`config.mk`:
```
export PLATFORM = sky130hd
export DESIGN_NAME = led_serial_subtractor
export DESIGN_NICKNAME = d
export VERILOG_FILES = /design/src/rtl/led_serial_subtractor_pkg.sv /design/src/rtl/switch_debounce.sv /design/src/rtl/led_serial_subtractor.sv
export SDC_FILE = /design/constraint.sdc
export NUM_CORES = 1
export LEC_CHECK = 0
export BUFFER_PORTS_ARGS = -buffer_cell sky130_fd_sc_hd__buf_4
export CORE_MARGIN = 2
export CORE_UTILIZATION = 55
export CTS_BUF_LIST = sky130_fd_sc_hd__clkbuf_8
export CTS_CLUSTER_DIAMETER = 40
export CTS_CLUSTER_SIZE = 16
export DETAILED_ROUTE_END_ITERATION = 10
export PLACE_DENSITY = 0.7
export SYNTH_ARGS = -nofsm -noshare
export SYNTH_HDL_FRONTEND = slang
export SYNTH_HIERARCHICAL = 1
export SYNTH_SLANG_ARGS = --single-unit
export TNS_END_PERCENT = 100
```
`constraint.sdc`:
```
create_clock -name clk -period 4.9 [get_ports clk]
set_clock_uncertainty 0.15 [all_clocks]
set_input_delay 1.225 -clock clk [delete_from_list [all_inputs] [get_ports clk]]
set_output_delay 1.225 -clock clk [all_outputs]
set_load 0.05 [all_outputs]
```
`src/rtl/led_serial_subtractor_pkg.sv`:
```
// led_serial_subtractor_pkg: shared FSM encoding and debounce default for the serial subtractor.
package led_serial_subtractor_pkg;
  typedef enum logic [1:0] {IDLE = 2'd0, LOAD = 2'd1, SHIFT = 2'd2, DONE = 2'd3} state_t;
  localparam int DEBOUNCE_CYCLES_DEF = 250000;
endpackage

```
`src/rtl/switch_debounce.sv`:
```
// switch_debounce: 2-FF synchroniser followed by a stability counter for one raw switch.
module switch_debounce
  import led_serial_subtractor_pkg::*;
#(
  parameter int DEBOUNCE_CYCLES = DEBOUNCE_CYCLES_DEF
) (
  input  logic clk,
  input  logic rst,
  input  logic raw,
  output logic db
);
  localparam int CW = DEBOUNCE_CYCLES > 1 ? $clog2(DEBOUNCE_CYCLES) : 1;
  logic [1:0] sync;
  logic [CW-1:0] cnt;
  always_ff @(posedge clk or posedge rst) begin
    if (rst) begin
      sync <= '0;
      cnt <= '0;
      db <= 1'b0;
    end else begin
      sync <= {sync[0], raw};
      if (sync[1] == db) cnt <= '0;
      else if (cnt == CW'(DEBOUNCE_CYCLES - 1)) begin
        db <= sync[1];
        cnt <= '0;
      end else cnt <= cnt + 1'b1;
    end
  end
endmodule

```
`src/rtl/led_serial_subtractor.sv`:
```
// led_serial_subtractor: debounced switches A={sw2,sw1}, B={sw4,sw3}; bit-serial A-B shown on LEDs.
module led_serial_subtractor
  import led_serial_subtractor_pkg::*;
#(
  parameter int WIDTH = 2,
  parameter int DEBOUNCE_CYCLES = DEBOUNCE_CYCLES_DEF
) (
  input  logic clk,
  input  logic rst,
  input  logic sw1,
  input  logic sw2,
  input  logic sw3,
  input  logic sw4,
  output logic LED_1,
  output logic LED_2,
  output logic LED_3,
  output logic busy
);
  localparam int IW = WIDTH > 1 ? $clog2(WIDTH) : 1;
  state_t state, state_n;
  logic [3:0] db, db_prev;
  logic [WIDTH-1:0] a_sr, b_sr, res;
  logic [WIDTH:0] led;
  logic [IW-1:0] idx;
  logic borrow, pending, change, d, borrow_n;
  for (genvar i = 0; i < 4; i++) begin : g_db
    switch_debounce #(.DEBOUNCE_CYCLES(DEBOUNCE_CYCLES)) u_db (
      .clk(clk),
      .rst(rst),
      .raw(i == 0 ? sw1 : i == 1 ? sw2 : i == 2 ? sw3 : sw4),
      .db (db[i])
    );
  end
  assign change = db != db_prev;
  assign d = a_sr[0] ^ b_sr[0] ^ borrow;
  assign borrow_n = (~a_sr[0] & b_sr[0]) | (~(a_sr[0] ^ b_sr[0]) & borrow);
  assign busy = state != IDLE;
  assign LED_1 = led[WIDTH];
  assign LED_2 = led[1];
  assign LED_3 = led[0];
  always_comb begin
    state_n = state;
    state_n = state == IDLE  ? (change ? LOAD : IDLE) :
              state == LOAD  ? SHIFT :
              state == SHIFT ? (idx == IW'(WIDTH - 1) ? DONE : SHIFT) :
                               (pending || change ? LOAD : IDLE);
  end
  always_ff @(posedge clk or posedge rst) begin
    if (rst) begin
      state <= IDLE;
      db_prev <= '0;
      a_sr <= '0;
      b_sr <= '0;
      res <= '0;
      led <= '0;
      idx <= '0;
      borrow <= 1'b0;
      pending <= 1'b0;
    end else begin
      state <= state_n;
      db_prev <= db;
      // an event arriving in LOAD itself still earns a follow-up pass
      pending <= state == LOAD ? change : pending | (change & (state != IDLE));
      if (state == LOAD) begin
        a_sr <= WIDTH'(db[1:0]);
        b_sr <= WIDTH'(db[3:2]);
        borrow <= 1'b0;
        idx <= '0;
      end
      if (state == SHIFT) begin
        res <= {d, res[WIDTH-1:1]};
        a_sr <= a_sr >> 1;
        b_sr <= b_sr >> 1;
        borrow <= borrow_n;
        idx <= idx + 1'b1;
      end
      if (state == DONE) led <= {borrow, res};
    end
  end
endmodule
```
==> reports/metrics.cfg <==
[worst_setup_path]
rr_worst_depth=3
critical_path.max_fanout=3
crit_path_start_kind=flop
r2r-start=g_db[1].u_db/cnt[11]$_DFF_PP0_
timing.rr.end=g_db[1].u_db/cnt[14]$_DFF_PP0_
end_kind=output pin
worstPathArrival_ps=1320
worstPathRequired_ps=3520
r2r_slack_ps=2590
critical_path_class=flop to output pin

[yosys]
yosysWarnings=6
synthAdderAreaFrac=0.0249
syn-num-nets=459
synth_mux_area_frac=0.0272
ys_seq_area_frac=0.528
synth_top_family_by_area=simple AND/OR/NAND/NOR gates
syn_area_per_cell_um2=10.9
synthSimpleGateAreaFrac=0.222
synth-xor-area-share=0.116
yosysUniqueCellTypes=31
synth_area_um2=4830
synth-compound-area-share=0.0521
ys_seq_elements=102
synth_cells=444

[floorplanning]
dieArea_um2=9550
floorplan.rows=34
core_area_um2=8640
die_h_um=97.7
dieWidth_um=97.7
start_util=0.559
ioPinCount=10

[worst_hold_path]
hold_path.class=flop to flop
hold_end=g_db[3].u_db/sync[1]$_DFF_PP0_
holdPathStages=0
min_from=g_db[3].u_db/sync[0]$_DFF_PP0_

[clocking]
cts_sinks=102
ctsResizeCount=0
clock_path_buffers=2
cts_buffers=9
h-tree-depth=3
cts_tree=built
cts_root_buf=clkbuf_8
clock_latency_ps=360
ctsHoldBuffers=0
post-cts-setup-buffers=0
path_clk_slew_ps=100

[pwr]
vdd_drop_max_mv=0.176
leakage_nw=2.34
powerDensity_nw_per_um2=280

[outcome]
status=finished clean

[place]
dpl_cell_area_um2=4960
gp_congestion=0.785
numPortBuffers=9
place_ws_ps=2570
dpl.cell_count=551
hpwl_mm=5.49

[detailed_routing]
drc=0
viasPerCell=5.54
drtPass1Iterations=4
avgRoutedWirePerCell_um=14.3
routed_wl_mm=8.11
final_antenna_net_count=0
first_iter_violations=73
vias=3144

[global_routing]
grtUsageTotal=0.186
first_global_vias=3116
grt_pass1_wl_mm=14.6
antenna_found_initial=0
grt_max_degree=22
grt_overflow_total=0

[final_layout]
diodes=0
design_area_um2=5160
utilization=0.598
finalNonFillerCells=567
drive_above_1_share=0.111
area_growth_pct=6.86
nNetsFinal=469

[sta]
min_period_over_period=0.550
fmax_mhz=371
maxSlewViolCount=0
finalSetupViolCount=0
timing.slew.headroom=0.349
rsz0062_at_grt=no
fin_crit_ps=2690
setup_ws_ps=2210
setup_tns_ps=0
hold_viol_final=0
tightest_slew_ps=973

[job]
max-cap-violations=0

==> Yosys cell counts <==
cell | instances | area, µm²
dfrtp_1 | 102 | 2550
nor2_1 | 75 | 282
xor2_1 | 44 | 385
nand3_1 | 28 | 140
nand4_1 | 20 | 125
xnor2_1 | 20 | 175
nand2_1 | 19 | 71.3
inv_1 | 18 | 67.6
and4_1 | 12 | 105
a21oi_1 | 11 | 55.1
mux2_2 | 9 | 101
and4_2 | 8 | 80.1
ha_1 | 8 | 100
nor4_1 | 8 | 50.1
o21ai_0 | 7 | 35.0
buf_2 | 6 | 30.0
nor2b_1 | 5 | 31.3
and2_1 | 4 | 25.0
and3_1 | 4 | 25.0
buf_6 | 4 | 45.0
nand2b_1 | 4 | 25.0
o31ai_1 | 4 | 30.0
o41ai_4 | 4 | 110
or3_1 | 4 | 25.0
or4_1 | 4 | 30.0
or4_4 | 4 | 45.0
mux2i_1 | 3 | 30.0
o22ai_1 | 2 | 12.5
a2bb2oi_1 | 1 | 8.76
fa_1 | 1 | 20.0
nor4_2 | 1 | 12.5
==> cells by family after synthesis <==
kind of cell / Yosys count
adders and majority gates: 9
muxes: 12
and+or+nand+nor: 200
DFF: 102
AOI/OAI and AO/OA: 29
xor gates and xnor gates: 64
buffers and inverters: 28
==> cell type report <==
cell class	count	area [µm²]
fill	719	3470
clock inverter	7	80.1
sequential	102	2550
clock buffer	9	124
timing repair buffer	9	67.6
tap	108	135
inverter	18	67.6
multi-input combinational	314	2140
==> power breakdown <==
part	internal [W]	switching [W]	total, W
clock	0.000242	0.000295	0.000538
combinational	0.0000139	0.0000337	0.0000476
sequential	0.000852	0.00000965	0.000862
total	0.00111	0.000339	0.00145
==> registers in the layout (all words and copies together), names as in the netlist, 2 cells and up <==
register	flops
res	2
g_db.u_db/db	4
a_sr	2
db_prev	4
state	2
led	3
g_db.u_db/sync	8
g_db.u_db/cnt	72
b_sr	2
==> metrics by stage <==
stage | hold slack, ps | power, W
2_1_floorplan | 181 | 0.000916
3_5_place_dp | 189 | 0.000928
5_1_grt | 216 | 0.00151
6_report | 204 | 0.00145
3_3_place_gp | 187 | 0.000927
4_1_cts | 211 | 0.00147
==> layout by cell type, fill, tap and decap left out, drive strengths merged, types with 5 or more instances in the layout <==
cell,count
clkbuf,9
nand2,19
o21ai,7
and4,20
mux2,9
a21oi,11
nor2b,5
ha,8
dfrtp,102
xnor2,20
inv,20
or4,8
nand4,20
buf,9
xor2,44
nor2,75
nand3,28
nor4,9
==> critical path, cell delays in order, from the launching register on <==
cell     delay, ps
dfrtp_1        390
inv_1           80
ha_1           210
inv_1           90
buf_4          200
==> how the worst max path moves through the flow <==
stage                     slack, ps  cells after the start                           from                             end
after floorplan                2590                      3             state[0]$_DFF_PP0_                            busy
after global placement         2630                      4             state[0]$_DFF_PP0_                            busy
after detailed placement       2570                      4  g_db[0].u_db/cnt[0]$_DFF_PP0_  g_db[0].u_db/cnt[12]$_DFF_PP0_
after CTS                      2180                      4             state[0]$_DFF_PP0_                            busy
after global routing           2110                      4             state[0]$_DFF_PP0_                            busy
final                          2210                      4             state[0]$_DFF_PP0_                            busy
==> layer usage <==
metal | up-vias | global-route usage | wire [µm]
li1 | 1557 | - | -
met5 | - | 0 | 0
met2 | 38 | 0.298 | 3860
met3 | 5 | 0.0496 | 242
met1 | 1544 | 0.256 | 3940
met4 | 0 | 0.0459 | 68
No activity file was read; power rests on OpenSTA's default activity.
